## src/rtl/ddr3_host_requester.sv

```systemverilog
// ddr3_host_requester
//   Host-side initiator in front of the DDR3 controller. A client request
//   (single word or 8/16/24/32-word block, read or write) becomes exactly one
//   controller command word. For writes, all data is pushed into the
//   controller data FIFO before the command goes out. For reads, return words
//   are popped one at a time and handed back to the client with their address.
//
// Ports
//   clk, resetbar            clock, asynchronous active-low reset
//   req_*                    client request channel (valid/ready)
//   wdata/wdata_valid/_ready client write-data channel (valid/ready)
//   rdata/rdata_addr/_valid  returned read words, one-cycle pulse each
//   done, err                completion pulse, sticky read-timeout flag
//   ctl_ready, ctl_notfull   controller init-complete and data-FIFO space
//   cmd, sz, op, addr        controller command word (cmd is NOP except 1 cycle)
//   din, din_put             controller data-FIFO push
//   read, dout, raddr, validout  controller return-FIFO pop and data
//   dbg_state                current FSM state
//
// Handshake: a transfer happens on a rising edge where valid && ready are both
// high. req_ready is registered; wdata_ready is combinational from the state
// and ctl_notfull and does not depend on wdata_valid.
module ddr3_host_requester #(
  parameter int TIMEOUT = 4096,
  parameter int TW      = 13
) (
  input  logic        clk,
  input  logic        resetbar,
  input  logic        req_valid,
  output logic        req_ready,
  input  logic        req_write,
  input  logic        req_block,
  input  logic [1:0]  req_sz,
  input  logic [25:0] req_addr,
  input  logic [15:0] wdata,
  input  logic        wdata_valid,
  output logic        wdata_ready,
  output logic [15:0] rdata,
  output logic [25:0] rdata_addr,
  output logic        rdata_valid,
  output logic        done,
  output logic        err,
  input  logic        ctl_ready,
  input  logic        ctl_notfull,
  output logic [2:0]  cmd,
  output logic [1:0]  sz,
  output logic [2:0]  op,
  output logic [25:0] addr,
  output logic [15:0] din,
  output logic        din_put,
  output logic        read,
  input  logic [15:0] dout,
  input  logic [25:0] raddr,
  input  logic        validout,
  output logic [2:0]  dbg_state
);

  localparam logic [2:0] S_IDLE     = 3'd0;
  localparam logic [2:0] S_WPUSH    = 3'd1;
  localparam logic [2:0] S_ISSUE    = 3'd2;
  localparam logic [2:0] S_RCOLLECT = 3'd3;
  localparam logic [2:0] S_DONE     = 3'd4;

  localparam logic [2:0] CMD_NOP = 3'b000;
  localparam logic [2:0] CMD_SCR = 3'b001;
  localparam logic [2:0] CMD_SCW = 3'b010;
  localparam logic [2:0] CMD_BLR = 3'b011;
  localparam logic [2:0] CMD_BLW = 3'b100;

  logic [2:0]    state;
  logic [5:0]    cnt;
  logic [TW-1:0] timer;
  logic          outstanding;
  logic          l_write;
  logic          l_block;
  logic [1:0]    l_sz;
  logic [25:0]   l_addr;

  logic [5:0]    n_req;
  logic [5:0]    n_latched;
  logic [2:0]    cmd_code;
  logic          pend_after;
  logic          timed_out;

  // Word count: 1 for single access, 8*(sz+1) for a block.
  function automatic logic [5:0] n_words(input logic blk, input logic [1:0] s);
    logic [2:0] k;
    k = {1'b0, s} + 3'd1;
    return blk ? {k, 3'b000} : 6'd1;
  endfunction

  always_comb begin
    n_req      = n_words(req_block, req_sz);
    n_latched  = n_words(l_block, l_sz);
    cmd_code   = l_write ? (l_block ? CMD_BLW : CMD_SCW)
                         : (l_block ? CMD_BLR : CMD_SCR);
    // A pop is still in flight after this edge only if no word came back now.
    pend_after = outstanding && !validout;
    timed_out  = !validout && (timer == TW'(TIMEOUT));
  end

  assign wdata_ready = (state == S_WPUSH) && ctl_notfull;
  assign op          = 3'b000;
  assign dbg_state   = state;

  always_ff @(posedge clk or negedge resetbar) begin
    if (!resetbar) begin
      state       <= S_IDLE;
      cnt         <= '0;
      timer       <= '0;
      outstanding <= 1'b0;
      l_write     <= 1'b0;
      l_block     <= 1'b0;
      l_sz        <= '0;
      l_addr      <= '0;
      req_ready   <= 1'b0;
      rdata       <= '0;
      rdata_addr  <= '0;
      rdata_valid <= 1'b0;
      done        <= 1'b0;
      err         <= 1'b0;
      cmd         <= CMD_NOP;
      sz          <= '0;
      addr        <= '0;
      din         <= '0;
      din_put     <= 1'b0;
      read        <= 1'b0;
    end else begin
      // Strobes default low; each state raises what it needs for one cycle.
      cmd         <= CMD_NOP;
      din_put     <= 1'b0;
      read        <= 1'b0;
      rdata_valid <= 1'b0;
      done        <= 1'b0;
      case (state)
        S_IDLE: begin
          if (req_valid && req_ready) begin
            l_write   <= req_write;
            l_block   <= req_block;
            l_sz      <= req_sz;
            l_addr    <= req_addr;
            cnt       <= n_req;
            err       <= 1'b0;
            req_ready <= 1'b0;
            state     <= req_write ? S_WPUSH : S_ISSUE;
          end else begin
            req_ready <= ctl_ready;
          end
        end
        S_WPUSH: begin
          if (wdata_valid && ctl_notfull) begin
            din     <= wdata;
            din_put <= 1'b1;
            cnt     <= cnt - 6'd1;
            if (cnt == 6'd1) state <= S_ISSUE;
          end
        end
        S_ISSUE: begin
          cmd  <= cmd_code;
          sz   <= l_block ? l_sz : 2'b00;
          addr <= l_addr;
          if (l_write) begin
            state <= S_DONE;
          end else begin
            cnt         <= n_latched;
            timer       <= '0;
            outstanding <= 1'b0;
            state       <= S_RCOLLECT;
          end
        end
        S_RCOLLECT: begin
          if (validout) begin
            rdata       <= dout;
            rdata_addr  <= raddr;
            rdata_valid <= 1'b1;
            cnt         <= cnt - 6'd1;
            timer       <= '0;
          end else begin
            timer <= timer + TW'(1);
          end
          if (validout && cnt == 6'd1) begin
            outstanding <= 1'b0;
            state       <= S_DONE;
          end else if (timed_out) begin
            err         <= 1'b1;
            outstanding <= 1'b0;
            state       <= S_DONE;
          end else if (!pend_after) begin
            // Words remain and nothing is in flight: pop the next one.
            read        <= 1'b1;
            outstanding <= 1'b1;
          end else begin
            outstanding <= 1'b1;
          end
        end
        S_DONE: begin
          done      <= 1'b1;
          req_ready <= ctl_ready;
          state     <= S_IDLE;
        end
        default: state <= S_IDLE;
      endcase
    end
  end

endmodule

```

## config.mk

```make
export PLATFORM = sky130hd
export DESIGN_NAME = ddr3_host_requester
export DESIGN_NICKNAME = d
export VERILOG_FILES = /design/src/rtl/ddr3_host_requester.sv
export SDC_FILE = /design/constraint.sdc
export NUM_CORES = 1
export LEC_CHECK = 0
export CAP_MARGIN = 10
export CORE_MARGIN = 4
export CORE_UTILIZATION = 50
export DETAILED_ROUTE_END_ITERATION = 7
export PLACE_DENSITY = 0.91
export SLEW_MARGIN = 15
export SYNTH_ARGS = -nofsm -noshare
export SYNTH_HDL_FRONTEND = slang
export SYNTH_SLANG_ARGS = --single-unit
```

## constraint.sdc

```tcl
create_clock -name clk -period 4.2 [get_ports clk]
set_clock_uncertainty 0.2 [all_clocks]
set_input_delay 1.26 -clock clk [delete_from_list [all_inputs] [get_ports clk]]
set_output_delay 1.26 -clock clk [all_outputs]
set_load 0.05 [all_outputs]
```

==> results.yml <==
timing:
  period_minus_slack_ns: 3.64
  drv_slew: 0
  hold_slack_ns: 0.275
  hold_violations: 0
  setup_viol: 0
  slew_headroom_pct: 35.8
  max_slew.worst_pin.slew_ns: 0.962
  rsz0062_at_grt: "false"
  max_freq_mhz: 275
  setup_tns_ns: 0
  fin_crit_sh_pct: 86.6
detailed_routing:
  drc: 0
  num_vias: 4467
  ant_nets: 0
  first_iter_violations: 269
  vias_per_cell: 5.50
  wl_per_cell_um: 18.8
  drtPass1Iterations: 4
  drt-total-wl_mm: 15.2
setup_path:
  r2r-start: "dbg_state[1]$_DFFE_PN0P_"
  cp_num_cells: 3
  timing.reg2reg.setup_slack_ns: 1.49
  ff2ff_path_depth: 3
  r2r_end: "addr[18]$_DFFE_PN0P_"
  critPathMaxFanout: 4
  crit_start: "ctl_notfull"
  cpPeakStageDelay_ns: 0.53
  arrival_ns: 2.18
  critPathKind: "input port to primary output"
  cp-endpoint: "wdata_ready"
  worstPathBufferInverterCount: 2
  start_kind: "input port"
  path_delay_family: "buffers and inverters"
  worstPathRequired_ns: 2.74
  path_cells: "clkdlybuf4s50_1 > and3_1 > buf_12"
  end_kind: "primary output"
  slowest_stage: "clkdlybuf4s50_1"
clock_tree:
  cts_sinks: 148
  cts_hold_buf: 0
  numCtsBuffers: 17
  clk_pin_slew_ns: 0.06
  cts_resized: 0
  clk_latency_ns: 0.42
  cts.htree.levels: 4
  cts_tree: "yes"
  cts_root_buffer: "clkbuf_16"
  cts_setup_buffers: 0
  clock_path_buffers: 2
power:
  power_leakage_nw: 3.79
  peakVddDrop_v: 0.000527
  powerDensity_nw_per_um2: 910
floorplanning:
  num_rows: 40
  core_um2: 12000
  fp.dieH_um: 119
  start_util_pct: 51.2
  die_w_um: 119
  dieArea_um2: 14100
  io_pins: 197
cells_and_area:
  post-route-util_pct: 73.5
  final-seq-area_um2: 3700
  drive_gt1_share_pct: 20.5
  multi_input_area_um2: 2270
  area_growth_pct: 43.6
  antennaDiodeCount: 0
  nNetsFinal: 754
  num-fill-cells: 771
  fin_area_um2: 8830
yosys:
  yosys_warnings: 0
  syn_area_um2: 6150
  synth-edff-count: 0
  ys_types: 49
  async_flop_share_pct: 100
  synth_top_area_cell: "dfrtp_1"
  synth_top_cell_area_share_pct: 60.2
  synth_seq_area_share_pct: 60.2
  synthCells: 452
  synth_flop_cell: "dfrtp_1"
  syn_area_per_cell_um2: 13.6
  ys_seq_elements: 148
  synth.area.top_cells: "dfrtp_1 (60%), mux2_2 (16%), mux2_1 (4.6%)"
global_route:
  first_global_vias: 4857
  grt_pass1_wl_mm: 25.4
  grt_antenna_before_repair: 0
  grt_use_met1_pct: 26.5
  grt-ovfl-total: 0
  grt.busiest_layer: "met2"
  grtUsageMet3_pct: 7.60
  grt_max_degree: 97
  grt_usage_pct: 22.7
  met2_usage_pct: 38.9
placement:
  dp_hpwl_mm: 10.9
  port_buffers: 193
  postPlaceCellArea_um2: 8220
  gp_congestion: 0.930
outcome:
  status: "finished, final reports clean"
worst_hold_path:
  hold_path_class: "flip-flop to flip-flop"
flow_run:
  drv_cap: 0
worst min path at each step:
| stage | start | endpoint | cells past startpoint |
|---|---|---|---|
| floorplan | outstanding$_DFFE_PN0P_ | read$_DFF_PN0_ | 1 |
| detailed placement | outstanding$_DFFE_PN0P_ | read$_DFF_PN0_ | 1 |
| CTS | outstanding$_DFFE_PN0P_ | read$_DFF_PN0_ | 1 |
| global route | outstanding$_DFFE_PN0P_ | read$_DFF_PN0_ | 1 |
| finish | outstanding$_DFFE_PN0P_ | read$_DFF_PN0_ | 1 |
| global placement | outstanding$_DFFE_PN0P_ | read$_DFF_PN0_ | 1 |
cell usage after synthesis, drive strengths merged, types with 5 or more instances:
cell type	count
dfrtp	148
ha	7
o211ai	6
a31oi	6
nor2	10
nand4	5
inv	16
and2	7
buf	20
nand2	18
mux2	113
a21oi	8
and3	6
nand3	12
o21ai	27
metal layers:
metal	vias up	wire [um]
met1	2223	5840
met4	0	324
met5	-	0
met3	29	1090
met2	204	7980
li1	2011	-
worst reg2reg max path, cell delays in order (launching register included):
cell	delay (ns)
dfrtp_1	0.71
nor3b_4	0.90
buf_4	0.41
mux2_1	0.37
power breakdown:
part / total [W] / switching (W) / leakage, nW / internal (W)
sequential: 0.00245 / 0.000383 / 1.82 / 0.00207
clock: 0.00154 / 0.000561 / 0.290 / 0.000980
combinational: 0.00404 / 0.00251 / 1.68 / 0.00153
total: 0.00803 / 0.00345 / 3.79 / 0.00458
area by class of cell:
cell class,count,area share [%]
clock buffer,24,5.46
clock inverter,8,1.40
inverter,16,0.680
multi-input combinational,267,25.7
sequential,148,41.9
tap,147,2.08
timing repair buffer,202,22.8
registers in the layout (all words and copies together), names as in the netlist, 6 cells and up:
name,flops
l_addr,26
timer,13
din,16
rdata,16
addr,26
cnt,6
rdata_addr,26
placed cells by master (no fill, tap or decap), types with 4 or more instances in the layout:
| cell type | Yosys | final |
|---|---|---|
| mux2_2 | 88 | 88 |
| and2_1 | 7 | 7 |
| nand2_1 | 18 | 18 |
| clkdlybuf4s50_1 | 0 | 191 |
| buf_4 | 8 | 9 |
| a21oi_1 | 8 | 8 |
| nand3_1 | 12 | 11 |
| dfrtp_1 | 148 | 148 |
| nor2_1 | 10 | 10 |
| and3_1 | 6 | 6 |
| a31oi_1 | 5 | 5 |
| o211ai_1 | 5 | 5 |
| o21ai_0 | 24 | 24 |
| a22o_1 | 4 | 4 |
| mux2_1 | 25 | 25 |
| clkbuf_16 | 0 | 17 |
| clkbuf_1 | 3 | 4 |
| nand4_1 | 5 | 5 |
| ha_1 | 7 | 7 |
| inv_1 | 16 | 16 |
through the flow:
| step | cells | setup slack (ns) | power, W |
|---|---|---|---|
| 2_1_floorplan | 454 | 0.969 | 0.00510 |
| 3_3_place_gp | 780 | 0.618 | 0.00636 |
| 3_5_place_dp | 780 | 0.591 | 0.00651 |
| 4_1_cts | 812 | 0.580 | 0.00809 |
| 5_1_grt | 812 | 0.534 | 0.00841 |
| 6_report | 812 | 0.565 | 0.00803 |
logic make-up (layout without fill, tap and decap cells):
group,Yosys count,in the layout,synth area share (%)
mux,113,113,20.7
simple gates,83,83,8.16
buf+inv,39,250,3.11
fa+ha+maj,7,7,1.42
flops,148,148,60.2
compound gates,61,61,6.31
other cells,1,3,0.0610
No activity file was read; power rests on OpenSTA's default activity.
